File: src/rtl/io_pkg.sv
// io_pkg: shared state encoding and default sizes for the IO stream loader.
package io_pkg;
  typedef enum logic [2:0] {IDLE, HDR, DATA, CHK, ERR, DONE} state_t;
  localparam int DATA_W_DEF = 32;
  localparam int ADDR_W_DEF = 10;
  localparam int MAX_WORDS_DEF = 1024;
endpackage

File: src/rtl/io_stream_write_reg.sv
// io_stream_write_reg: one-stage output register for memory writes and counter decrements.
module io_stream_write_reg
  import io_pkg::*;
#(
  parameter int DATA_W = DATA_W_DEF,
  parameter int ADDR_W = ADDR_W_DEF
) (
  input  logic              clk,
  input  logic              rst,
  input  logic              wr,
  input  logic [ADDR_W-1:0] addr,
  input  logic [DATA_W-1:0] data,
  output logic [ADDR_W-1:0] mem_addr,
  output logic [DATA_W-1:0] mem_wdata,
  output logic              mem_we,
  output logic              cnt_new
);
  always_ff @(posedge clk or negedge rst)
    if (!rst) begin
      mem_addr  <= '0;
      mem_wdata <= '0;
      mem_we    <= 1'b0;
      cnt_new   <= 1'b0;
    end else begin
      mem_we  <= wr;
      cnt_new <= wr;
      if (wr) begin
        mem_addr  <= addr;
        mem_wdata <= data;
      end
    end
endmodule

File: src/rtl/io_stream_loader.sv
// io_stream_loader: loads a header+N word stream into data memory and drives the down-counter.
// Optional trailing checksum word enabled by ODE_LOADER_CHECKSUM_EN.
module io_stream_loader
  import io_pkg::*;
#(
  parameter int DATA_W    = DATA_W_DEF,
  parameter int ADDR_W    = ADDR_W_DEF,
  parameter int BASE_ADDR = 0,
  parameter int MAX_WORDS = MAX_WORDS_DEF
) (
  input  logic              clk,
  input  logic              rst,
  input  logic              start,
  input  logic [DATA_W-1:0] in_data,
  input  logic              in_valid,
  output logic              in_ready,
  output logic [ADDR_W-1:0] mem_addr,
  output logic [DATA_W-1:0] mem_wdata,
  output logic              mem_we,
  output logic [DATA_W-1:0] cnt_d,
  output logic              cnt_load,
  output logic              cnt_new,
  output logic              busy,
  output logic              done,
  output logic              err,
  output logic              chk_err
);
`ifdef ODE_LOADER_CHECKSUM_EN
  localparam state_t FIN = CHK;
`else
  localparam state_t FIN = DONE;
`endif
  state_t state, state_nx;
  logic [ADDR_W-1:0] idx;
  logic [DATA_W-1:0] rem;
  logic acc, big, last, hdr_acc, dat_acc;
  assign in_ready = state == HDR || state == DATA || state == CHK;
  assign acc      = in_valid && in_ready;
  assign hdr_acc  = acc && state == HDR;
  assign dat_acc  = acc && state == DATA;
  assign busy     = state != IDLE;
  assign done     = state == DONE;
  assign big      = in_data > DATA_W'(MAX_WORDS);
  assign last     = rem == DATA_W'(1);
  always_ff @(posedge clk or negedge rst)
    if (!rst) state <= IDLE;
    else state <= state_nx;
  always_comb begin
    state_nx = state;
    case (state)
      IDLE:    state_nx = start ? HDR : IDLE;
      HDR:     if (acc) state_nx = big ? ERR : in_data == '0 ? FIN : DATA;
      DATA:    if (acc && last) state_nx = FIN;
      CHK:     if (acc) state_nx = DONE;
      default: state_nx = IDLE;
    endcase
  end
  always_ff @(posedge clk or negedge rst)
    if (!rst) begin
      idx      <= '0;
      rem      <= '0;
      cnt_d    <= '0;
      cnt_load <= 1'b0;
      err      <= 1'b0;
    end else begin
      cnt_load <= hdr_acc && !big;
      if (state == IDLE && start) err <= 1'b0;
      if (hdr_acc) begin
        idx <= '0;
        rem <= in_data;
        if (big) err <= 1'b1;
        else cnt_d <= in_data;
      end
      if (dat_acc) begin
        idx <= idx + ADDR_W'(1);
        if (rem != '0) rem <= rem - DATA_W'(1);
      end
    end
`ifdef ODE_LOADER_CHECKSUM_EN
  logic [DATA_W-1:0] sum;
  always_ff @(posedge clk or negedge rst)
    if (!rst) begin
      sum     <= '0;
      chk_err <= 1'b0;
    end else begin
      if (state == IDLE && start) chk_err <= 1'b0;
      if (hdr_acc) sum <= '0;
      if (dat_acc) sum <= sum + in_data;
      if (acc && state == CHK && in_data != sum) chk_err <= 1'b1;
    end
`else
  assign chk_err = 1'b0;
`endif
  io_stream_write_reg #(.DATA_W(DATA_W), .ADDR_W(ADDR_W)) u_wr (
    .clk      (clk),
    .rst      (rst),
    .wr       (dat_acc),
    .addr     (ADDR_W'(BASE_ADDR) + idx),
    .data     (in_data),
    .mem_addr (mem_addr),
    .mem_wdata(mem_wdata),
    .mem_we   (mem_we),
    .cnt_new  (cnt_new)
  );
endmodule

File: config.mk
export PLATFORM = sky130hd
export DESIGN_NAME = io_stream_loader
export DESIGN_NICKNAME = d
export VERILOG_FILES = /design/src/rtl/io_pkg.sv /design/src/rtl/io_stream_write_reg.sv /design/src/rtl/io_stream_loader.sv
export SDC_FILE = /design/constraint.sdc
export NUM_CORES = 1
export LEC_CHECK = 0
export CAP_MARGIN = 25
export CORE_ASPECT_RATIO = 0.8
export CORE_MARGIN = 2
export CORE_UTILIZATION = 50
export DETAILED_ROUTE_END_ITERATION = 10
export PLACE_DENSITY = 0.78
export RECOVER_POWER = 25
export SLEW_MARGIN = 15
export SYNTH_ARGS = -nofsm -noshare
export SYNTH_HDL_FRONTEND = slang
export SYNTH_HIERARCHICAL = 1
export SYNTH_SLANG_ARGS = --single-unit
File: constraint.sdc
create_clock -name clk -period 5.5 [get_ports clk]
set_clock_uncertainty 0.15 [all_clocks]
set_input_delay 1.65 -clock clk [delete_from_list [all_inputs] [get_ports clk]]
set_output_delay 1.65 -clock clk [all_outputs]
set_load 0.1 [all_outputs]
==> qor.txt <==
outcome: finished, final reports clean
most frequent cells in the layout: 122 x dfrtp_1, 115 x clkdlybuf4s50_1, 40 x mux2_4
chip width: 126.4 um
reg2reg start: rem[11]
Critical Path AT: 4.41 ns
min-delay src: cnt_d[12]
CTS Sinks: 122
CP endpoint kind: flop
CP max stage delay: 0.59 ns
grt ovf: 0
vias per cell: 6.116
Hold WC Path Type: flop to flop
first-pass GRT wire length: 25650 um
Slew Limit Fails: 0
hold buffers post-CTS: 0
Leakage: 0.003434 uW
DIE AREA: 12890 sq um
Reg clk slew, reported paths: 0.06 ns
vias in the first global route: 4803
routability cong.: 0.9127
largest net degree at the start of global routing: 75
DRC: 0
H-tree levels: 4
ys flop type: dfrtp_1
IO Count: 118
Root Driver: clkbuf_16
antenna viol nets, final: 0
# diodes: 0
Hold WS: 0.3507 ns
Routed WL: 15880 um
fraction of layout cells with a size suffix above 1: 0.1748
Seq/Total Area, Yosys: 0.5093
CTS tree: yes
DR vias: 4893
Worst-Margin Slew: 1.256 ns
Post-Syn Area: 5994 sq um
total power: 2982 uW
cell count after synthesis: 520
period utilization: 0.7767
ranking of synthesized cells by area: dfrtp_1 51%, mux2_4 10%, mux2_2 2.4%, nor2b_1 2.3%, nor2_1 2.2%
I/O Buffers: 116
setup TNS: 0 ns
Synth area leader: dfrtp_1
Worst setup SP type: input port
Hold Vio Cnt, Final: 0
RSZ-0062 raised after global routing: no
Crit Path Max Fanout: 16
Post-synth EDFFs: 0
post-synth top area share: 0.5093
Max-Slew Margin vs Limit: 0.1630
dpl cells: 767
DP Wirelength: 10690 um
peak supply drop: 0.2161 mV
CP max-delay cell: nor4_1
WP data required: 5.64 ns
Layout area overhead: 31.52%
Worst-Skew Late Latency: 0.41 ns
Die H: 101.9 um
Peak Freq: 234.1 MHz
Ys Warns: 6
number of buffers created by CTS: 17
setup violators final: 0
post-layout min period: 4.272 ns
power density cells: 378.2 nW/um^2
drt wl/cell: 19.85 um
row count: 35
initial core utilization: 0.5165
Yosys reg bits: 122
syn_area_per_cell: 11.53 sq um
router iterations before antenna repair: 9
Syn Nets: 560
Critical Path, Cell by Cell: clkdlybuf4s50_1 -> nor4_1 -> nand4_1 -> a211o_1 -> nor2_2 -> mux2_2
most common cell after layout, fill and taps aside: dfrtp_1
deepest clock path buffer count: 2
crit path from: in_data[19]
initial antenna violation count: 0
final core utilization: 0.6794
Overall Global Routing Usage: 0.2538
crit path kind: input port to flop
fin cells: 800
Post-CTS Setup Bufs: 0
Initial DRC Count: 562
max-cap check violation count: 0
Async S/R FF share, synth: 1.000
Yosys cell types: 58
Core Area: 11600 sq um
post-CTS sizing: 0
Nets: 679
## state kept, by name, indices dropped and copies added (netlist names), 3 cells and up
register / count
rem: 32
idx: 10
u_wr/mem_wdata: 32
u_wr/mem_addr: 10
state: 3
cnt_d: 32
## critical path, delay by kind of cell
family                 cells  cell delay (ns)
and+or+nand+nor            3             1.49
AOI/OAI and AO/OA          1             0.35
buffers and inverters      1             0.50
muxes                      1             0.42
## per-stage QoR
| stage | area (sq um) | setup WS (ns) |
|---|---|---|
| 5_1_grt | 7884 | 1.148 |
| 2_1_floorplan | 5995 | 1.764 |
| 3_3_place_gp | 7229 | 0.8672 |
| 3_5_place_dp | 7229 | 0.9147 |
| 6_report | 7884 | 1.228 |
| 4_1_cts | 7864 | 1.285 |
## layout make-up
| type | count | area, sq um |
|---|---|---|
| fill | 807 | 3721 |
| sequential | 122 | 3053 |
| multi-input combinational | 339 | 2618 |
| timing repair buffer | 132 | 1291 |
| clock buffer | 18 | 439.2 |
| clock inverter | 14 | 195.2 |
| tap | 148 | 185.2 |
| inverter | 27 | 102.6 |
## cells by family (layout without fill, tap and decap cells)
| family | after synthesis | after routing | share of synthesized area |
|---|---|---|---|
| other | 1 | 1 | 0.0006256 |
| AND/OR/NAND/NOR | 172 | 172 | 0.1613 |
| AO/OA/AOI/OAI | 97 | 97 | 0.1231 |
| multiplexers | 56 | 56 | 0.1296 |
| buffers and inverters | 59 | 191 | 0.05448 |
| adder cells (fa/ha/maj) | 4 | 4 | 0.008349 |
| XOR/XNOR | 9 | 9 | 0.01315 |
| flip-flops | 122 | 122 | 0.5093 |
## synth_stat cells, drive strengths merged (2+ instances only)
cell type	count
a211oi	10
a21boi	2
a21oi	9
a221o	3
a221oi	7
a22o	2
a31oi	5
a41o	3
and2	5
and3	5
and4	5
buf	15
clkbuf	17
dfrtp	122
ha	4
inv	27
mux2	53
mux2i	3
nand2	21
nand3	11
nand4	16
nand4bb	2
nor2	35
nor2b	22
nor3	16
nor3b	2
nor4	17
nor4b	4
o211ai	6
o21ai	18
o221a	6
o311ai	9
o31ai	5
o32ai	2
o41ai	5
or2	2
or4	7
xnor2	7
xor2	2
## final timing paths
check	cells past startpoint	slack (ns)	to
max in group asynchronous	2	2.32	cnt_d[0]
max	6	1.23	cnt_d[0]
min reg2reg	1	0.35	cnt_d[12]
min in group asynchronous	1	1.22	u_wr/mem_wdata[25]
min	1	0.35	cnt_d[12]
max reg2reg	5	2.44	rem[21]
## power breakdown
group          switching, uW  total, uW  internal [uW]
clock network            418       1190            772
registers                177       1190           1020
logic                    362        599            237
## layer usage
| metal | GRT usage | share of wire |
|---|---|---|
| met1 | 0.3672 | 0.45 |
| met2 | 0.3813 | 0.44 |
| met3 | 0.06440 | 0.095 |
| met4 | 0.07608 | 0.010 |
| met5 | 0 | 0 |
(Power assumes the default switching activity.)
